$ cat config.mk
export PLATFORM = sky130hd
export DESIGN_NAME = gate_sweep_sequencer
export DESIGN_NICKNAME = d
export VERILOG_FILES = /design/src/rtl/gate_sweep_pkg.sv /design/src/rtl/gate_sweep_sequencer.sv
export SDC_FILE = /design/constraint.sdc
export NUM_CORES = 1
export LEC_CHECK = 0
export ABC_AREA = 1
export CORE_MARGIN = 2
export CORE_UTILIZATION = 45
export DETAILED_ROUTE_END_ITERATION = 10
export DONT_BUFFER_PORTS = 1
export PLACE_DENSITY = 0.64
export RECOVER_POWER = 25
export SKIP_LAST_GASP = 1
export SLEW_MARGIN = 30
export SYNTH_ARGS = -nofsm -noshare
export SYNTH_HDL_FRONTEND = slang
export SYNTH_SLANG_ARGS = --single-unit
$ cat constraint.sdc
create_clock -name clk -period 1.6 [get_ports clk]
set_input_delay 0.16 -clock clk [delete_from_list [all_inputs] [get_ports clk]]
set_output_delay 0.16 -clock clk [all_outputs]
set_load 0.05 [all_outputs]
$ cat src/rtl/gate_sweep_pkg.sv
// Shared types and helpers for the gate sweep self-test sequencer.
// Defines the FSM state, gate bus bit positions and the golden gate function.
package gate_sweep_pkg;

  typedef enum logic [1:0] {
    ST_IDLE = 2'd0,
    ST_RUN  = 2'd1,
    ST_DONE = 2'd2
  } state_e;

  localparam int unsigned GATE_AND  = 0;
  localparam int unsigned GATE_OR   = 1;
  localparam int unsigned GATE_XOR  = 2;
  localparam int unsigned GATE_NAND = 3;
  localparam int unsigned GATE_NOR  = 4;
  localparam int unsigned GATE_XNOR = 5;
  localparam int unsigned GATE_NOTA = 6;
  localparam int unsigned GATE_NOTB = 7;

  localparam logic [1:0] LAST_VEC = 2'd3;

  function automatic logic [7:0] expected_gates(input logic a, input logic b);
    logic [7:0] g;
    g            = '0;
    g[GATE_AND]  = a & b;
    g[GATE_OR]   = a | b;
    g[GATE_XOR]  = a ^ b;
    g[GATE_NAND] = ~(a & b);
    g[GATE_NOR]  = ~(a | b);
    g[GATE_XNOR] = ~(a ^ b);
    g[GATE_NOTA] = ~a;
    g[GATE_NOTB] = ~b;
    return g;
  endfunction

endpackage

$ cat src/rtl/gate_sweep_sequencer.sv
// Steps the gates datapath through all four operand pairs, waits a settle time,
// samples the gate bus and reports pass/fail with per-vector diagnostics.
module gate_sweep_sequencer
  import gate_sweep_pkg::*;
#(
  parameter int unsigned SETTLE_CYCLES = 2
) (
  input  logic       clk,
  input  logic       rst_n,
  input  logic       ena,
  input  logic       start,
  input  logic       abort,
  input  logic [7:0] gates_in,
  output logic       op_a,
  output logic       op_b,
  output logic       busy,
  output logic       done,
  output logic       pass,
  output logic [3:0] fail_mask,
  output logic [7:0] first_diff
);

  localparam int unsigned CNT_W = (SETTLE_CYCLES < 2) ? 1 : $clog2(SETTLE_CYCLES + 1);
  localparam logic [CNT_W-1:0] CNT_LAST = CNT_W'(SETTLE_CYCLES);

  state_e           state_q, state_d;
  logic [1:0]       idx_q, idx_d;
  logic [CNT_W-1:0] cnt_q, cnt_d;
  logic             op_a_q, op_a_d;
  logic             op_b_q, op_b_d;
  logic             busy_q, busy_d;
  logic             done_q, done_d;
  logic             pass_q, pass_d;
  logic [3:0]       fail_mask_q, fail_mask_d;
  logic [7:0]       first_diff_q, first_diff_d;

  logic [7:0]       exp_gates;
  logic [7:0]       diff;
  logic             mismatch;

  always_comb begin
    // NOTE: every _d gets its hold value first, so no path leaves it unassigned and no latch is inferred.
    state_d      = state_q;
    idx_d        = idx_q;
    cnt_d        = cnt_q;
    op_a_d       = op_a_q;
    op_b_d       = op_b_q;
    busy_d       = busy_q;
    done_d       = done_q;
    pass_d       = pass_q;
    fail_mask_d  = fail_mask_q;
    first_diff_d = first_diff_q;

    exp_gates = expected_gates(idx_q[1], idx_q[0]);
    diff      = gates_in ^ exp_gates;
    // An if on equality sends X/Z on the bus down the mismatch branch.
    if (gates_in == exp_gates) mismatch = 1'b0;
    else                       mismatch = 1'b1;

    if (ena) begin
      if (abort && (state_q != ST_IDLE)) begin
        state_d = ST_IDLE;
        op_a_d  = 1'b0;
        op_b_d  = 1'b0;
        busy_d  = 1'b0;
        done_d  = 1'b0;
        pass_d  = 1'b0;
      end else begin
        unique case (state_q)
          ST_IDLE: begin
            if (start && !abort) begin
              state_d      = ST_RUN;
              idx_d        = '0;
              cnt_d        = '0;
              op_a_d       = 1'b0;
              op_b_d       = 1'b0;
              busy_d       = 1'b1;
              pass_d       = 1'b0;
              fail_mask_d  = '0;
              first_diff_d = '0;
            end
          end
          ST_RUN: begin
            if (cnt_q == CNT_LAST) begin
              if (mismatch) begin
                fail_mask_d[idx_q] = 1'b1;
                if (first_diff_q == 8'h00) first_diff_d = diff;
              end
              cnt_d = '0;
              if (idx_q != LAST_VEC) begin
                idx_d            = idx_q + 2'd1;
                {op_a_d, op_b_d} = idx_q + 2'd1;
              end else begin
                state_d = ST_DONE;
                op_a_d  = 1'b0;
                op_b_d  = 1'b0;
                busy_d  = 1'b0;
                done_d  = 1'b1;
                pass_d  = (fail_mask_d == 4'b0000);
              end
            end else begin
              cnt_d = cnt_q + 1'b1;
            end
          end
          ST_DONE: begin
            state_d = ST_IDLE;
            done_d  = 1'b0;
          end
          default: begin
            state_d = ST_IDLE;
            op_a_d  = 1'b0;
            op_b_d  = 1'b0;
            busy_d  = 1'b0;
            done_d  = 1'b0;
          end
        endcase
      end
    end
  end

  // NOTE: sequential state uses non-blocking assignments so all flops update together at the edge.
  always_ff @(posedge clk or negedge rst_n) begin
    if (!rst_n) begin
      state_q      <= ST_IDLE;
      idx_q        <= '0;
      cnt_q        <= '0;
      op_a_q       <= 1'b0;
      op_b_q       <= 1'b0;
      busy_q       <= 1'b0;
      done_q       <= 1'b0;
      pass_q       <= 1'b0;
      fail_mask_q  <= '0;
      first_diff_q <= '0;
    end else begin
      state_q      <= state_d;
      idx_q        <= idx_d;
      cnt_q        <= cnt_d;
      op_a_q       <= op_a_d;
      op_b_q       <= op_b_d;
      busy_q       <= busy_d;
      done_q       <= done_d;
      pass_q       <= pass_d;
      fail_mask_q  <= fail_mask_d;
      first_diff_q <= first_diff_d;
    end
  end

  assign op_a       = op_a_q;
  assign op_b       = op_b_q;
  assign busy       = busy_q;
  assign done       = done_q;
  assign pass       = pass_q;
  assign fail_mask  = fail_mask_q;
  assign first_diff = first_diff_q;

endmodule

After elaboration in Yosys (flattened, before gate mapping)
Index checks and enable logic that the tools add are counted.

word-level totals
  register bits after elaboration = 23
  input bits = 13
  output and inout port bits = 17
  logic and storage cells = 107

cells by class
  add/subtract/negate cells = 2
  order comparisons = 2
  equality and inequality tests = 15
  multiplexer cells = 48
  bitwise operators = 11
  reduce and logical (&&, ||, !) cells = 19

operators by type and width
  operator             count
  $mux 8               4
  $mux 4               7
  $mux 1               18
  $mux 2               8
  $ne 2x2->1 const B   8
  $pmux 8 s2           1
  $reduce_and 4->1     4
  $reduce_and 5->1     3
  $pmux 2 s2           3
  $ne 3x3->1 const B   3
  $pmux 1 s3           3
  $eq 8x8->1           1
  $logic_not 8->1      1
  $pmux 4 s2           1
  $xor 8x8->8          1
  $reduce_and 7->1     1
  $not 1->1            6
  $reduce_and 6->1     1
  $add 2x1->2 const B  2
  $eq 2x2->1 const B   2
  $logic_not 4->1      1
  $or 4x4->4           1
  $pmux 1 s2           2
  $reduce_bool 2->1    2
  other kinds (11)     13

Logic depth before layout (Yosys ltp)
  depth after elaboration = 15
  gate-level depth with buffers = 13
  gate-level depth less buffers = 13

Least setup slack after synthesis
Ideal clock, no wire load.

  kind = register -> register
  from = register idx_q[0]
  to = register fail_mask_q[3], in the netlist fail_mask[3]
  arrival time = 1.612 ns
  data required time = 1.482 ns
  path slack = -0.130 ns
  stages on the path, launching flop included = 12
  buffers on the path = 0
  clock period less this slack = 1.730 ns
  cells stage by stage = dfrtp_1 inv_1 ha_1 inv_1 nand2_1 nand2_1 nand2_1 nor2_1 nand2_1 a21oi_1 o21bai_1 inv_1

on the way
  cells in the longest elaborated chain, start to end = 12
  elaborated cells on any way between the ends = 21

RTL lines
  item                                                                   line                         RTL
  start, declared                                                        gate_sweep_sequencer.sv:27   logic [1:0] idx_q, idx_d;
  start signal, assigned                                                 gate_sweep_sequencer.sv:136  idx_q <= idx_d;
  $lt 2x3->1 (implied by the code) / $ge 2x1->1 (equally long branches)  gate_sweep_sequencer.sv:86   fail_mask_d[idx_q] = 1'b1;
  $logic_and 1x1->1 (implied by the code)                                gate_sweep_sequencer.sv:86
  $mux 1 (implied by the code)                                           gate_sweep_sequencer.sv:86
  $demux 1 s2                                                            gate_sweep_sequencer.sv:86
  $or 4x4->4 (no source line)                                            --
  $mux 4 *                                                               gate_sweep_sequencer.sv:85   if (mismatch) begin
  $mux 4 *                                                               gate_sweep_sequencer.sv:84   if (cnt_q == CNT_LAST) begin
  $mux 4 *                                                               gate_sweep_sequencer.sv:69   unique case (state_q)
  $mux 4 *                                                               gate_sweep_sequencer.sv:61   if (abort && (state_q != ST_IDLE)) begin
  $mux 4 *                                                               gate_sweep_sequencer.sv:60   if (ena) begin
  $mux 4 *                                                               gate_sweep_sequencer.sv:84
  $pmux 4 s2 *                                                           gate_sweep_sequencer.sv:69
  end signal, assigned                                                   gate_sweep_sequencer.sv:143  fail_mask_q <= fail_mask_d;
  end, declared                                                          gate_sweep_sequencer.sv:34   logic [3:0] fail_mask_q, fail_mask_d;

Every way passes the cells marked *; elsewhere a longest branch is shown, timed or not. The select of a mux whose other input is x is not followed.
A chain may end at the register's enable or synchronous reset.

Worst setup path in the final report
  from = register idx_q[1]
  to = register first_diff_q[3], in the netlist first_diff[3]

on the way
  cells in the longest elaborated chain, start to end = 7
  elaborated cells on any way between the ends = 15

RTL lines
  item                  line                                        RTL
  $and 1x1->1           gate_sweep_pkg.sv:25, gate_sweep_pkg.sv:28
  $not 1->1             gate_sweep_pkg.sv:28                        g[GATE_NAND] = ~(a & b);
  $xor 8x8->8           gate_sweep_sequencer.sv:55                  diff = gates_in ^ exp_gates;
  $mux 8                gate_sweep_sequencer.sv:87                  if (first_diff_q == 8'h00) first_diff_d = diff;
  $mux 8                gate_sweep_sequencer.sv:85
  $mux 8                gate_sweep_sequencer.sv:84
  $pmux 8 s2            gate_sweep_sequencer.sv:69
  end signal, assigned  gate_sweep_sequencer.sv:144                 first_diff_q <= first_diff_d;
  end, declared         gate_sweep_sequencer.sv:35                  logic [7:0] first_diff_q, first_diff_d;

Parallel ways exist; a longest one is shown, timed or not. The select of a mux whose other input is x is not followed.

==> out/results.tsv <==
stage	metric	value	unit
synthesis	yosys.cell_types.count	23	
worst_hold_path	hold_path_class	input pin to register	
timing	min_period	1.716	ns
layout	nets	228	
cts	root_buffer	clkbuf_4	
synthesis	syn-num-nets	194	
timing	fin_tns_setup	-1.234	ns
worst_hold_path	hold_path_depth	3	
critical_path	arrival	1.93	ns
timing	fin_ws	-0.1155	ns
synthesis	synth_area	0.001351	mm2
cts	clock_latency	0.32	ns
layout	antennaDiodeCount	0	
floorplan	ios	30	
routing	route.met2.wl	1647	um
status	outcome	complete, but fails checks	
cts	cts_tree	done	
timing	post-route-period-util	1.072	
floorplan	row_count	19	
routing	antenna_left	0	
routing	drtPass1Iterations	7	
timing	fin_skew	0.008025	ns
routing	routed_wl	2996	um
critical_path	end_kind	register	
worst_hold_path	holdCritStartpoint	abort	
pwr	power.leakage	0.9478	nW
layout	area_delta_synth_final	28.70	%
timing	rsz0062_at_grt	yes	
timing	setup_violations	13	
routing	vias	1201	
placement	gp_congestion	0.7939	
floorplan	initial_core_util	0.4817	
pwr	p_per_area	1980	mW/mm2
global_route	grt_pass1_vias	1208	
critical_path	crit_fanout	8	
synthesis	netlist_instances	177	
routing	drt_iter0_drc	26	
timing	report.final.slew_viol_count	0	
critical_path	ff2ff_setup_slack	-0.12	ns
floorplan	dieArea	0.003457	mm2
global_route	grt_overflow	0	
cts	clk_pin_slew_worst_paths	0.13	ns
global_route	grt_max_degree	24	
layout	post_route_cells_drive_above_1_share	0.3571	
routing	top_layer_used	met4	
cts	clk_path_buf_depth	2	
placement	dp_hpwl	2326	um
layout	n_fill_cell	269	
global_route	antenna_found_initial	0	
cts	htree_levels	1	
placement	portBuffers	0	
timing	worstMarginPinSlew	0.5734	ns
pwr	vdd_drop_max	0.001032	V
timing	clock.fmax	582.9	MHz
critical_path	reg2regPathDepth	11	
synthesis	syn_avg_cell_area	7.634	um2
routing	wl_met1	1147	um
floorplan	core_area	0.002805	mm2
cts	cts-buffers-inserted	3	
timing	finalHoldViolations	0	
timing	whs	0.04822	ns
layout	finish.instance_area	0.001739	mm2
global_route	grt_usage	0.1950	
cts	clock_sinks	23	
layout	multiInputGateArea	762.0	um2
synthesis	ys_ff_latch	23	
critical_path	rr_endpoint	first_diff[3]	
routing	met3_wirelength	112	um
timing	max_slew_margin	0.6178	
critical_path	crit_required	1.81	ns
critical_path	cp-start-kind	register	
layout	fin_cells	241	
routing	vias_per_cell	4.983	
floorplan	fp.dieW	58.80	um
routing	drcViolationCount	4	
critical_path	path_class	register to register	
global_route	grt_pass1_wl	5050	um
status	violations	design-rule violations, negative setup slack	
synthesis	seq_area_frac_synth	0.4259	
critical_path	r2r-start	idx_q[1]	
synthesis	ys.warnings.count	0	
run	maxCapViolCount	0	
layout	seq_area	575.6	um2
worst_hold_path	hold_end	pass	
placement	dp_cells	230	
routing	wire_per_inst	12.43	um
floorplan	dieHeight	58.80	um
placement	placed_cell_area	0.001570	mm2
[where the power goes]
part	switching (mW)	internal, mW
clock network	0.179	0.0976
logic	1.29	0.802
registers	0.310	0.768
[layer usage]
metal | vias up | track usage
met5 | - | 0
met4 | 0 | 0.09091
met3 | 9 | 0.03516
met2 | 28 | 0.3651
met1 | 547 | 0.2089
li1 | 617 | -
[flip-flops by register name, summed over array words and instances (netlist names)]
signal	count
op_b	1
first_diff	8
fail_mask	4
pass	1
state_q	2
done	1
cnt_q	2
busy	1
idx_q	2
op_a	1
[worst max path at each step]
stage                  start             to  slack (ns)  depth (start not counted)
CTS                 idx_q[0]   fail_mask[3]       -0.04                         11
detailed placement  idx_q[1]  first_diff[6]       -0.11                         12
global placement    idx_q[0]  first_diff[6]       -0.09                         12
floorplan           idx_q[0]  first_diff[1]       0.002                         13
global route        idx_q[0]           pass       -0.25                         12
finish              idx_q[1]  first_diff[3]       -0.12                         11
[cell type report]
cell class              count  area share
repair buffers             29      0.1252
inverters                  31     0.06835
clock buffers               4     0.01511
well taps                  31     0.02230
flip-flops and latches     23      0.3309
multi-input cells         123      0.4381
[Yosys cell counts]
library cell,n,area (um2)
nand2_1,62,232.7
inv_1,31,116.4
dfrtp_1,23,575.6
nor2_1,10,37.54
o21ai_0,10,50.05
o21ai_1,8,40.04
nand3_1,5,25.02
ha_1,4,50.05
a21oi_1,3,15.01
nand2_2,3,18.77
nor2_2,3,18.77
nand2_4,2,22.52
nor2_8,2,40.04
nor3_1,2,10.01
a22oi_1,1,7.510
nand3_4,1,17.52
nand4_1,1,6.260
nor2_4,1,11.26
nor3_4,1,16.27
o21ai_2,1,8.760
o21ai_4,1,16.27
o21bai_1,1,7.510
o31ai_1,1,7.510
[cell usage in the layout, fill, tap and decap left out, types with 4 or more instances in the layout]
cell type / synthesis / routed
nand2_1: 62 / 45
inv_1: 31 / 28
buf_4: 0 / 27
dfrtp_1: 23 / 23
nand2_2: 3 / 19
o21ai_0: 10 / 9
o21ai_1: 8 / 8
nor2_1: 10 / 7
nor2_2: 3 / 5
nand3_1: 5 / 4
[logic make-up (layout without fill, tap and decap cells)]
logic type,after synthesis,count (layout),share of synthesized area
simple gates,93,93,0.3380
compound gates,26,26,0.1130
buf+inv,31,64,0.08611
fa+ha+maj,4,4,0.03704
flops,23,23,0.4259
[worst max-delay path, cell delays in order, from the launching register on]
cell and delay, ns:
dfrtp_1 0.44, inv_2 0.08, ha_4 0.27, inv_4 0.07
nand2_2 0.04, nand2_2 0.08, nand2_2 0.05, nor2_2 0.12
nand2_2 0.12, buf_4 0.16, nand3_4 0.12, o21ai_1 0.07
[what timing repair did]
item	4_1_cts	5_1_grt
hold buffers	1	1
endpoints found under the hold margin	23	23
setup endpoints to repair	13	17
pin swaps	2	22
gates resized for setup	4	25
setup buffers	3	2
[through the flow]
| stage | worst slack (ns) | total power, mW | utilization |
|---|---|---|---|
| finish | -0.1155 | 3.444 | 0.6200 |
| floorplan | 0.002362 | 2.324 | - |
| CTS | -0.04362 | 3.253 | 0.5856 |
| global route | -0.2494 | 3.698 | 0.6200 |
| detailed placement | -0.1062 | 2.872 | 0.5598 |
| global placement | -0.09077 | 2.829 | 0.5598 |
No activity file was read; power rests on OpenSTA's default activity.
